`config.mk`:
```
export PLATFORM = sky130hd
export DESIGN_NAME = rv_mem_arbiter
export DESIGN_NICKNAME = d
export VERILOG_FILES = /design/src/rtl/rv_mem_pkg.sv /design/src/rtl/mem_timeout_ctr.sv /design/src/rtl/rv_mem_arbiter.sv
export SDC_FILE = /design/constraint.sdc
export NUM_CORES = 1
export LEC_CHECK = 0
export BUFFER_PORTS_ARGS = -buffer_cell sky130_fd_sc_hd__buf_2
export CORE_MARGIN = 8
export CORE_UTILIZATION = 44
export CTS_BUF_LIST = sky130_fd_sc_hd__clkbuf_4 sky130_fd_sc_hd__clkbuf_8
export CTS_CLUSTER_DIAMETER = 60
export DETAILED_ROUTE_END_ITERATION = 10
export MAX_ROUTING_LAYER = met4
export PLACE_DENSITY_LB_ADDON = 0.15
export SYNTH_ARGS = -nofsm -noshare
export SYNTH_HDL_FRONTEND = slang
export SYNTH_SLANG_ARGS = --single-unit
```
`constraint.sdc`:
```
create_clock -name clk -period 4.7 [get_ports clk]
set_clock_uncertainty 0.05 [all_clocks]
set_input_delay 0.705 -clock clk [delete_from_list [all_inputs] [get_ports clk]]
set_output_delay 0.705 -clock clk [all_outputs]
set_load 0.005 [all_outputs]
```
`src/rtl/rv_mem_pkg.sv`:
```
// rtl/rv_mem_pkg.sv - shared types and constants for the fetch/load-store memory arbiter
package rv_mem_pkg;

  typedef enum logic [1:0] {
    S_IDLE = 2'd0,
    S_WAIT = 2'd1,
    S_RESP = 2'd2
  } state_e;

  localparam logic OWN_IF    = 1'b0;
  localparam logic OWN_D     = 1'b1;
  localparam logic MEM_READ  = 1'b1;
  localparam logic MEM_WRITE = 1'b0;

  function automatic logic [7:0] sat_inc(input logic [7:0] v, input logic [7:0] limit);
    return (v >= limit) ? limit : v + 8'd1;
  endfunction

endpackage

```
`src/rtl/mem_timeout_ctr.sv`:
```
// rtl/mem_timeout_ctr.sv - 8-bit response timeout counter with clear, enable and expired flag
module mem_timeout_ctr #(
  parameter int TIMEOUT = 255
) (
  input  logic clk,
  input  logic rst,
  input  logic clr,
  input  logic en,
  output logic expired
);

  localparam logic [7:0] LIMIT = 8'(TIMEOUT);

  logic [7:0] count_q, count_d;

  always_comb begin
    count_d = count_q;
    if (clr) begin
      count_d = '0;
    end else if (en && (count_q != LIMIT)) begin
      count_d = count_q + 8'd1;
    end
  end

  // Flags the cycle in which the count reaches the limit, so the owner can abort in that same cycle.
  assign expired = (count_d == LIMIT);

  always_ff @(posedge clk or posedge rst) begin
    if (rst) begin
      count_q <= '0;
    end else begin
      count_q <= count_d;
    end
  end

endmodule

```
`src/rtl/rv_mem_arbiter.sv`:
```
// rtl/rv_mem_arbiter.sv - arbitrates instruction fetch and load/store onto one single-port memory
module rv_mem_arbiter
  import rv_mem_pkg::*;
#(
  parameter int ADDR_W    = 32,
  parameter int DATA_W    = 32,
  parameter int TIMEOUT   = 255,
  parameter int MAX_BURST = 4
) (
  input  logic              clk,
  input  logic              rst,
  input  logic              if_req,
  input  logic [ADDR_W-1:0] if_addr,
  output logic              if_done,
  output logic [DATA_W-1:0] if_rdata,
  input  logic              d_req,
  input  logic              d_rw,
  input  logic [ADDR_W-1:0] d_addr,
  input  logic [DATA_W-1:0] d_wdata,
  output logic              d_done,
  output logic [DATA_W-1:0] d_rdata,
  output logic              err,
  output logic              busy,
  output logic              mem_req,
  output logic              mem_we,
  output logic [ADDR_W-1:0] mem_addr,
  output logic [DATA_W-1:0] mem_wdata,
  input  logic [DATA_W-1:0] mem_rdata,
  input  logic              mem_ready
);

  localparam logic [7:0] BURST_MAX = 8'(MAX_BURST);

  state_e            state_q, state_d;
  logic              owner_q, owner_d;
  logic [7:0]        burst_q, burst_d;
  logic              if_done_q, if_done_d;
  logic              d_done_q, d_done_d;
  logic              err_q, err_d;
  logic              busy_q, busy_d;
  logic              mem_req_q, mem_req_d;
  logic              mem_we_q, mem_we_d;
  logic [ADDR_W-1:0] mem_addr_q, mem_addr_d;
  logic [DATA_W-1:0] mem_wdata_q, mem_wdata_d;
  logic [DATA_W-1:0] if_rdata_q, if_rdata_d;
  logic [DATA_W-1:0] d_rdata_q, d_rdata_d;
  logic              fetch_win;
  logic              tmo_expired;

  mem_timeout_ctr #(
    .TIMEOUT(TIMEOUT)
  ) u_tmo (
    .clk    (clk),
    .rst    (rst),
    .clr    (state_q == S_IDLE),
    .en     (state_q == S_WAIT),
    .expired(tmo_expired)
  );

  always_comb begin
    state_d     = state_q;
    owner_d     = owner_q;
    burst_d     = burst_q;
    if_done_d   = 1'b0;
    d_done_d    = 1'b0;
    err_d       = 1'b0;
    mem_req_d   = mem_req_q;
    mem_we_d    = mem_we_q;
    mem_addr_d  = mem_addr_q;
    mem_wdata_d = mem_wdata_q;
    if_rdata_d  = if_rdata_q;
    d_rdata_d   = d_rdata_q;
    fetch_win   = 1'b0;

    case (state_q)
      S_IDLE: begin
        if (if_req || d_req) begin
          // Data normally wins; fetch is forced once a data burst has starved it long enough.
          fetch_win = if_req && (!d_req || (burst_q == BURST_MAX));
          if (fetch_win) begin
            owner_d     = OWN_IF;
            burst_d     = '0;
            mem_we_d    = 1'b0;
            mem_addr_d  = if_addr;
            mem_wdata_d = '0;
          end else begin
            owner_d     = OWN_D;
            burst_d     = if_req ? sat_inc(burst_q, BURST_MAX) : 8'd0;
            mem_we_d    = (d_rw == MEM_WRITE);
            mem_addr_d  = d_addr;
            mem_wdata_d = d_wdata;
          end
          mem_req_d = 1'b1;
          state_d   = S_WAIT;
        end
      end

      S_WAIT: begin
        if (mem_ready) begin
          mem_req_d = 1'b0;
          state_d   = S_RESP;
          if (owner_q == OWN_IF) begin
            if_done_d  = 1'b1;
            if_rdata_d = mem_rdata;
          end else begin
            d_done_d  = 1'b1;
            d_rdata_d = mem_we_q ? '0 : mem_rdata;
          end
        end else if (tmo_expired) begin
          mem_req_d = 1'b0;
          err_d     = 1'b1;
          state_d   = S_RESP;
          if (owner_q == OWN_IF) begin
            if_done_d  = 1'b1;
            if_rdata_d = '0;
          end else begin
            d_done_d  = 1'b1;
            d_rdata_d = '0;
          end
        end
      end

      S_RESP: begin
        state_d = S_IDLE;
      end

      default: begin
        state_d   = S_IDLE;
        mem_req_d = 1'b0;
      end
    endcase

    busy_d = (state_d != S_IDLE);
  end

  always_ff @(posedge clk or posedge rst) begin
    if (rst) begin
      state_q     <= S_IDLE;
      owner_q     <= OWN_IF;
      burst_q     <= '0;
      if_done_q   <= 1'b0;
      d_done_q    <= 1'b0;
      err_q       <= 1'b0;
      busy_q      <= 1'b0;
      mem_req_q   <= 1'b0;
      mem_we_q    <= 1'b0;
      mem_addr_q  <= '0;
      mem_wdata_q <= '0;
      if_rdata_q  <= '0;
      d_rdata_q   <= '0;
    end else begin
      state_q     <= state_d;
      owner_q     <= owner_d;
      burst_q     <= burst_d;
      if_done_q   <= if_done_d;
      d_done_q    <= d_done_d;
      err_q       <= err_d;
      busy_q      <= busy_d;
      mem_req_q   <= mem_req_d;
      mem_we_q    <= mem_we_d;
      mem_addr_q  <= mem_addr_d;
      mem_wdata_q <= mem_wdata_d;
      if_rdata_q  <= if_rdata_d;
      d_rdata_q   <= d_rdata_d;
    end
  end

  assign if_done   = if_done_q;
  assign if_rdata  = if_rdata_q;
  assign d_done    = d_done_q;
  assign d_rdata   = d_rdata_q;
  assign err       = err_q;
  assign busy      = busy_q;
  assign mem_req   = mem_req_q;
  assign mem_we    = mem_we_q;
  assign mem_addr  = mem_addr_q;
  assign mem_wdata = mem_wdata_q;

endmodule

```
==> results.toml, run 1 <==
[clock_tree]
cts_tree = "built"
clockBufferDepth = 2
cts_sinks = 153
numCtsBuffers = 17
clk_latency_ns = 0.44
cts_htree_levels = 4
clock_tree.root_cell = "clkbuf_8"
cts_resized = 0
post-cts-setup-buffers = 0
cts_hold_buf = 0
cts.reportedPaths.clkPinSlew_ns = 0.07

[placement]
port_buffers = 267
gp_congestion = 0.888
dpl.hpwl_um = 13400

[logic_synthesis]
synth-seq-area-share = 0.566
synth-seq-cells = 153
ys.warnings.count = 0
yosysUniqueCellTypes = 44
synth_area_um2 = 6770
synth_edf_count = 0
synthFlopType = "dfrtp_1"
syn_nets = 817
synth.avg_cell_area_um2 = 9.95
yosysTopAreaCell = "dfrtp_1"
synth_cells = 680
synth_top_area_share = 0.566
synthTopCellsByArea = "dfrtp_1 (57%), a22oi_1 (7.1%), o21ai_0 (6.4%), nand2_1 (5.9%), mux2i_1 (4.7%)"
async_flop_share = 1.00

[detailed_routing]
drtIter0Drc = 311
antenna_left = 0
finalWirelength_um = 18800
first_pass_iters = 4
routed_via_density = 5.02
wire_per_inst_um = 16.6
route.detailed.drc = 0
vias = 5697

[final_layout]
final_util = 0.572
drive_above_1_share = 0.364
syn2layout_area_growth_pct = 27.9
fin_nets = 1069
final_cell_mix = "buf_2 (267), dfrtp_1 (153), nand2_1 (105)"
final_common_cell = "buf_2"

[power]
p_comb_frac = 0.378
switching_power_w = 0.00192
seqPwrFrac = 0.426
ir_drop_uv = 246
p_leak_nw = 4.72
p_int_w = 0.00326
pwr-share-clk = 0.196
power_density_nw_per_um2 = 598
swShare = 0.371

[die]
initial_core_util = 0.447
io_pins = 268
dieArea_um2 = 19600
fp.coreArea_um2 = 15100
die_x_um = 140
die_h_um = 140
rows = 45

[worst_setup_path]
required_ns = 4.93
r2r_cells = 8
cp-start-kind = "register"
cp_num_buf_inv = 1
cp.depth = 8
crit_type = "reg2reg"
crit_slowest_cell = "buf_4"
cp_top_family = "simple AND/OR/NAND/NOR gates"
endpoint_kind = "register"
critical_path.cell_chain = "ha_1, nand4_1, and2b_1, o41a_1, nand4_1, o21ai_4, buf_4, o21ai_0"
arrival_ns = 3.09
cp_common_cell = "nand4_1"
critPathMaxFanout = 68
r2r_slack_ns = 1.84
slowest_delay_ns = 0.60

[timing]
rsz0062_at_grt = "false"
fmax_mhz = 350
slew_headroom = 0.319
tns_ns = 0
setup_viol = 0
worst_pin_slew_ns = 1.02
hold_viol = 0
fin_crit_ns = 2.86
slew_violations = 0
min_period_over_period = 0.609

[outcome]
run_status = "finished, final reports clean"

[hold_path]
hold_depth = 2
hp-class = "in2reg"

[grt]
grt_max_degree = 69
grt_pass1_vias = 5884
antenna_found_initial = 0
grt-ovfl-total = 0
grt_pass1_wl_um = 30500
grt_usage = 0.199

[job]
maxCapViolCount = 0
per-layer routing:
layer	part of all wire	track usage	up-vias	wire length, µm
li1	-	-	2832	-
met1	0.46	0.257	2640	8740
met2	0.46	0.298	212	8580
met3	0.071	0.0601	13	1330
met4	0.0097	0.0554	0	183
met5	0	-	-	0
cell families (layout without fill, tap and decap cells):
| group | Yosys count | in the layout | share of synthesized area |
|---|---|---|---|
| fa+ha+maj | 3 | 3 | 0.00555 |
| buf+inv | 117 | 382 | 0.0719 |
| simple gates | 178 | 178 | 0.116 |
| flops | 153 | 153 | 0.566 |
| mux | 33 | 33 | 0.0490 |
| other cells | 0 | 1 | 0 |
| compound gates | 196 | 196 | 0.192 |
final timing paths:
path	startpoint	endpoint
min in group asynchronous	rst	if_rdata[20]
max in group asynchronous	rst	mem_wdata[25]
min reg2reg	mem_wdata[17]	mem_wdata[17]
min	mem_ready	err
max reg2reg	u_tmo.count_q[0]	if_rdata[22]
max	u_tmo.count_q[0]	if_rdata[22]
Yosys cell counts, types with 2 or more instances:
library cell  count
inv_1            72
or2_2             3
clkbuf_1         35
and3_1            2
nand3_1          38
nor2b_1           3
o21ai_0          86
a31oi_1           2
a22oi_1          64
nor2_1            8
o21ai_2          20
buf_2             6
buf_12            2
ha_1              3
nand2b_1          2
a21oi_1           5
mux2i_1          32
dfrtp_1         153
a22o_1            5
nand4_1           2
nor3_1            4
nor4_1            2
nand2_1         106
and2_1            5
layout make-up:
type	instances	area, µm²
fill	1374	6490
sequential	153	3830
multi-input combinational	410	2470
timing repair buffer	278	1430
clock buffer	22	297
inverter	72	274
tap	188	235
clock inverter	10	115
antenna	1	2.50
stage by stage:
stage	instance area, µm²	setup slack, ns	cells	hold slack [ns]	power [W]
after CTS	8650	1.82	1133	0.355	0.00526
after detailed placement	8240	1.84	1101	0.400	0.00423
after floorplan	6770	2.01	680	0.404	0.00331
after global placement	8240	1.91	1101	0.395	0.00416
final	8660	1.84	1134	0.400	0.00518
after global routing	8650	1.57	1133	0.373	0.00561
power groups by stage:
stage,Combinational [W],Sequential (W),Clock (W)
floorplan,0.00108,0.00222,0
global placement,0.00195,0.00221,0
detailed placement,0.00201,0.00222,0
CTS,0.00200,0.00220,0.00105
global route,0.00223,0.00229,0.00110
finish,0.00196,0.00221,0.00102
flip-flops by register name (all words and copies together) (netlist names):
signal,cells
mem_wdata,32
mem_req,1
d_rdata,32
owner_q,1
busy,1
state_q,2
u_tmo.count_q,8
if_done,1
mem_addr,32
mem_we,1
burst_q,8
d_done,1
if_rdata,32
err,1
Note: power is estimated with default switching activity, not from simulation.
==> inputs of run 2 (changes only) <==
==> constraint.sdc (replaced) <==
create_clock -name clk -period 2.8 [get_ports clk]
set_clock_uncertainty 0.05 [all_clocks]
set_input_delay 0.42 -clock clk [delete_from_list [all_inputs] [get_ports clk]]
set_output_delay 0.42 -clock clk [all_outputs]
set_load 0.005 [all_outputs]
==> run 2 against run 1 <==
Net effect: clock power is 63% higher; final cell count is 0.53% higher; non-clock buffer count is 4 higher; final area is 0.79% higher; largest cell class unchanged; utilization is 0.45 points higher; highest routed layer unchanged; count of clock-buffer cells in the layout is 2 lower; global-route usage is 0.42 points lower.
==> results.toml, run 2 (synthesis results as in run 1) <==
[grt]
antenna_found_initial = 4
grt_pass1_vias = 5662
grt-ovfl-total = 0
grt_max_degree = 74
grt_pass1_wl_um = 29800
grt_usage = 0.195

[clock_tree]
numCtsBuffers = 17
cts_sinks = 153
cts.reportedPaths.clkPinSlew_ns = 0.08
cts_resized = 0
clk_latency_ns = 0.44
clock_tree.root_cell = "clkbuf_8"
cts_tree = "built"
clockBufferDepth = 2
cts_htree_levels = 4
post-cts-setup-buffers = 0

[worst_setup_path]
cp_num_buf_inv = 1
cp-start-kind = "register"
crit_slowest_cell = "dfrtp_1"
endpoint_kind = "register"
critical_path.cell_chain = "ha_1, nand4_1, and2b_1, o41a_1, nand4_1, o21ai_4, buf_12, o21ai_0"
cp_top_family = "simple AND/OR/NAND/NOR gates"
crit_type = "reg2reg"
critPathMaxFanout = 33
required_ns = 3.06
slowest_delay_ns = 0.48
arrival_ns = 2.77
cp_common_cell = "nand4_1"

[timing]
tns_ns = 0
hold_viol = 0
min_period_over_period = 0.895
fin_crit_ns = 2.51
rsz0062_at_grt = "false"
slew_headroom = 0.424
fin_ws_ns = 0.295
slew_violations = 0
setup_viol = 0
fmax_mhz = 399
fin_hold_ws_ns = 0.119
worst_pin_slew_ns = 0.864

[die]
dieArea_um2 = 19600
die_h_um = 140
fp.coreArea_um2 = 15100
io_pins = 268
die_x_um = 140
rows = 45
initial_core_util = 0.447

[placement]
dp_slack_ns = 0.311
dpl.hpwl_um = 13400
port_buffers = 267
gp_congestion = 0.828

[hold_path]
hp-class = "in2reg"

[power]
ir_drop_uv = 428
power_density_nw_per_um2 = 995
p_leak_nw = 4.75

[detailed_routing]
wire_per_inst_um = 16.3
drtIter0Drc = 370
vias = 5735
route.detailed.drc = 0
first_pass_iters = 4
antenna_left = 0
finalWirelength_um = 18600
routed_via_density = 5.03

[final_layout]
final_util = 0.576
syn2layout_area_growth_pct = 28.9
final_common_cell = "buf_2"
final_cell_mix = "buf_2 (267), dfrtp_1 (153), nand2_1 (105)"
n_fill_cell = 1363
drive_above_1_share = 0.365
fin_nets = 1073

[outcome]
run_status = "finished, final reports clean"

[job]
maxCapViolCount = 0
## run 2: cell types whose count changed in the layout (fill, tap and decap cells not counted), sizes merged
cell | before | now
buf | 278 | 281
clkinvlp | 4 | 3
inv | 73 | 72
dlygate4sd3 | 0 | 1
clkbuf | 22 | 20
diode | 1 | 4
clkinv | 3 | 6
## run 2: area by class of cell
cell class / count / area (µm²) / area share
Tap cell: 188 / 235 / 0.0270
Clock buffer: 20 / 269 / 0.0308
Multi-Input combinational cell: 410 / 2470 / 0.283
Sequential cell: 153 / 3830 / 0.439
Timing Repair Buffer: 282 / 1510 / 0.174
Inverter: 72 / 274 / 0.0314
Antenna cell: 4 / 10.0 / 0.00115
Clock inverter: 11 / 121 / 0.0139
## run 2: metrics by stage
| stage | total power (W) | std cells | cell area [µm²] |
|---|---|---|---|
| 2_1_floorplan | 0.00555 | 680 | 6770 |
| 6_report | 0.00868 | 1140 | 8730 |
| 3_3_place_gp | 0.00704 | 1104 | 8320 |
| 3_5_place_dp | 0.00714 | 1104 | 8320 |
| 4_1_cts | 0.00883 | 1136 | 8720 |
| 5_1_grt | 0.00940 | 1140 | 8730 |
## run 2: repair_timing
item | in CTS | in global routing
endpoints found under the setup margin | 0 | 0
hold endpoints to repair | 7 | 0
hold buffers | 1 | 0
## run 2: worst paths after layout
path,startpoint,end,slack [ns],cells past startpoint
min reg2reg,mem_wdata[5],mem_wdata[5],0.41,2
min,mem_ready,err,0.12,2
max,u_tmo.count_q[0],if_rdata[2],0.29,8
max in group asynchronous,rst,state_q[1],1.62,4
min in group asynchronous,rst,if_rdata[22],0.41,3
max reg2reg,u_tmo.count_q[0],if_rdata[2],0.29,8
## run 2: routing by layer
layer,vias up,global-route usage,part of all wire
li1,2842,-,-
met1,2624,0.250,0.46
met2,245,0.285,0.45
met3,24,0.0601,0.079
met4,0,0.0726,0.019
met5,-,-,0
## run 2: power breakdown
group	internal (W)	total [W]	switching, W
combinational	0.00152	0.00333	0.00181
sequential	0.00309	0.00369	0.000604
clock	0.000843	0.00166	0.000813
==> inputs of run 3 (changes only) <==
--- a/config.mk
+++ b/config.mk
@@ -12,7 +12,7 @@
 export CTS_CLUSTER_DIAMETER = 60
 export DETAILED_ROUTE_END_ITERATION = 10
 export MAX_ROUTING_LAYER = met4
-export PLACE_DENSITY_LB_ADDON = 0.15
+export PLACE_DENSITY_LB_ADDON = 0.12
 export SYNTH_ARGS = -nofsm -noshare
 export SYNTH_HDL_FRONTEND = slang
 export SYNTH_SLANG_ARGS = --single-unit
==> run 3 against run 2 <==
Net effect: setup slack got worse by 0.0079 ns; routed wire length increased by 3.4%; utilization about the same; sequential power about the same; combinational power increased by 1%; largest cell class unchanged; worst hold slack got worse by 0.0033 ns; final area about the same; flip-flop and latch count unchanged; global-route usage increased by 0.85 points; power increased by 0.37%; clock power about the same.
==> results.toml, run 3 (synthesis results as in run 1) <==
[worst_setup_path]
crit_slowest_cell = "dfrtp_1"
critical_path.cell_chain = "ha_1, nand4_1, and2b_2, o41a_1, nand4_1, o21ai_4, buf_12, o21ai_0"
r2r_cells = 8
endpoint_kind = "register"
critPathMaxFanout = 68
r2r_slack_ns = 0.29
cp_num_buf_inv = 1
r2r_start = "u_tmo.count_q[0]"
cp-start-kind = "register"
rr_endpoint = "d_rdata[30]"
cp_top_family = "simple AND/OR/NAND/NOR gates"
cp_common_cell = "nand4_1"
arrival_ns = 2.78
slowest_delay_ns = 0.47
required_ns = 3.07
crit_type = "reg2reg"

[timing]
slew_violations = 0
tns_ns = 0
fin_crit_ns = 2.51
min_period_over_period = 0.898
rsz0062_at_grt = "false"
worst_pin_slew_ns = 0.878
setup_viol = 0
fmax_mhz = 398
slew_headroom = 0.412
hold_viol = 0

[detailed_routing]
drtIter0Drc = 248
vias = 5837
finalWirelength_um = 19300
wire_per_inst_um = 16.8
route.detailed.drc = 0
first_pass_iters = 5
antenna_left = 0
routed_via_density = 5.11

[clock_tree]
clockBufferDepth = 2
numCtsBuffers = 17
post-cts-setup-buffers = 0
clk_latency_ns = 0.45
cts_tree = "built"
cts_sinks = 153
cts.reportedPaths.clkPinSlew_ns = 0.08
cts_htree_levels = 4
clock_tree.root_cell = "clkbuf_8"

[die]
io_pins = 268
die_h_um = 140
rows = 45
fp.coreArea_um2 = 15100
initial_core_util = 0.447
dieArea_um2 = 19600
die_x_um = 140

[outcome]
run_status = "finished, final reports clean"

[grt]
antenna_found_initial = 4
grt_usage = 0.203
grt_pass1_vias = 5944
grt_max_degree = 73
grt-ovfl-total = 0
grt_pass1_wl_um = 31000

[power]
p_leak_nw = 4.74
power.total_w = 0.00871
power_density_nw_per_um2 = 998
ir_drop_uv = 386

[hold_path]
hold_depth = 2
min_delay_worst_endpoint = "err"
hp-class = "in2reg"
min_from = "mem_ready"

[placement]
port_buffers = 267
gp_congestion = 0.827
dpl.hpwl_um = 13900

[final_layout]
n_fill_cell = 1412
final_common_cell = "buf_2"
drive_above_1_share = 0.368
final_cell_mix = "buf_2 (267), dfrtp_1 (153), nand2_1 (105)"
fin_nets = 1076
syn2layout_area_growth_pct = 29.0

[job]
maxCapViolCount = 0
[run 3: changes by cell type in the layout (fill, tap and decap cells not counted)]
cell / delta
clkinvlp_4: +2
and2b_1: -1
and2b_2: +1
buf_4: +4
clkbuf_8: -1
buf_12: -1
inv_6: -1
[run 3: cell type report]
type,count,area (µm²),area share
antenna,4,10.0,0.00115
clock buffer,19,255,0.0292
clock inverter,12,128,0.0146
inverter,72,274,0.0314
multi-input combinational,410,2470,0.284
sequential,153,3830,0.439
tap,188,235,0.0269
timing repair buffer,285,1520,0.175
[run 3: how the worst max path moves through the flow]
| stage | startpoint | endpoint | slack [ns] | depth (start not counted) |
|---|---|---|---|---|
| 2_1_floorplan | rst | burst_q[0] | 0.40 | 1 |
| 3_3_place_gp | u_tmo.count_q[0] | state_q[0] | 0.29 | 8 |
| 3_5_place_dp | u_tmo.count_q[0] | state_q[0] | 0.25 | 8 |
| 4_1_cts | u_tmo.count_q[0] | state_q[0] | 0.23 | 8 |
| 5_1_grt | u_tmo.count_q[0] | if_rdata[27] | 0.08 | 8 |
| 6_report | u_tmo.count_q[0] | d_rdata[30] | 0.29 | 8 |
[run 3: repair_timing]
action                                  in CTS  in global routing
resized for setup                            0                  1
hold endpoints to repair                    25                  0
hold buffers                                 1                  0
endpoints found under the setup margin       0                  3
[run 3: through the flow]
stage,area [µm²],hold WS [ns],setup WS [ns],instances,util
3_3_place_gp,8330,0.395,0.291,1107,0.550
3_5_place_dp,8330,0.400,0.255,1107,0.550
2_1_floorplan,6770,0.404,0.399,680,-
4_1_cts,8720,0.0652,0.228,1139,0.576
6_report,8730,0.115,0.287,1143,0.576
5_1_grt,8730,0.0859,0.0792,1143,0.576
[run 3: routing by layer]
layer / GRT usage / routed length (µm) / vias to the layer above / part of all wire
met5: - / 0 / - / 0
met1: 0.256 / 8710 / 2745 / 0.45
met4: 0.0703 / 386 / 0 / 0.020
li1: - / - / 2849 / -
met3: 0.0601 / 1360 / 26 / 0.070
met2: 0.308 / 8800 / 217 / 0.46
[run 3: where the power goes]
part	leakage, nW	switching, W	total [W]	internal, W
registers	1.77	0.000608	0.00370	0.00309
logic	2.79	0.00183	0.00337	0.00154
clock network	0.187	0.000823	0.00164	0.000815
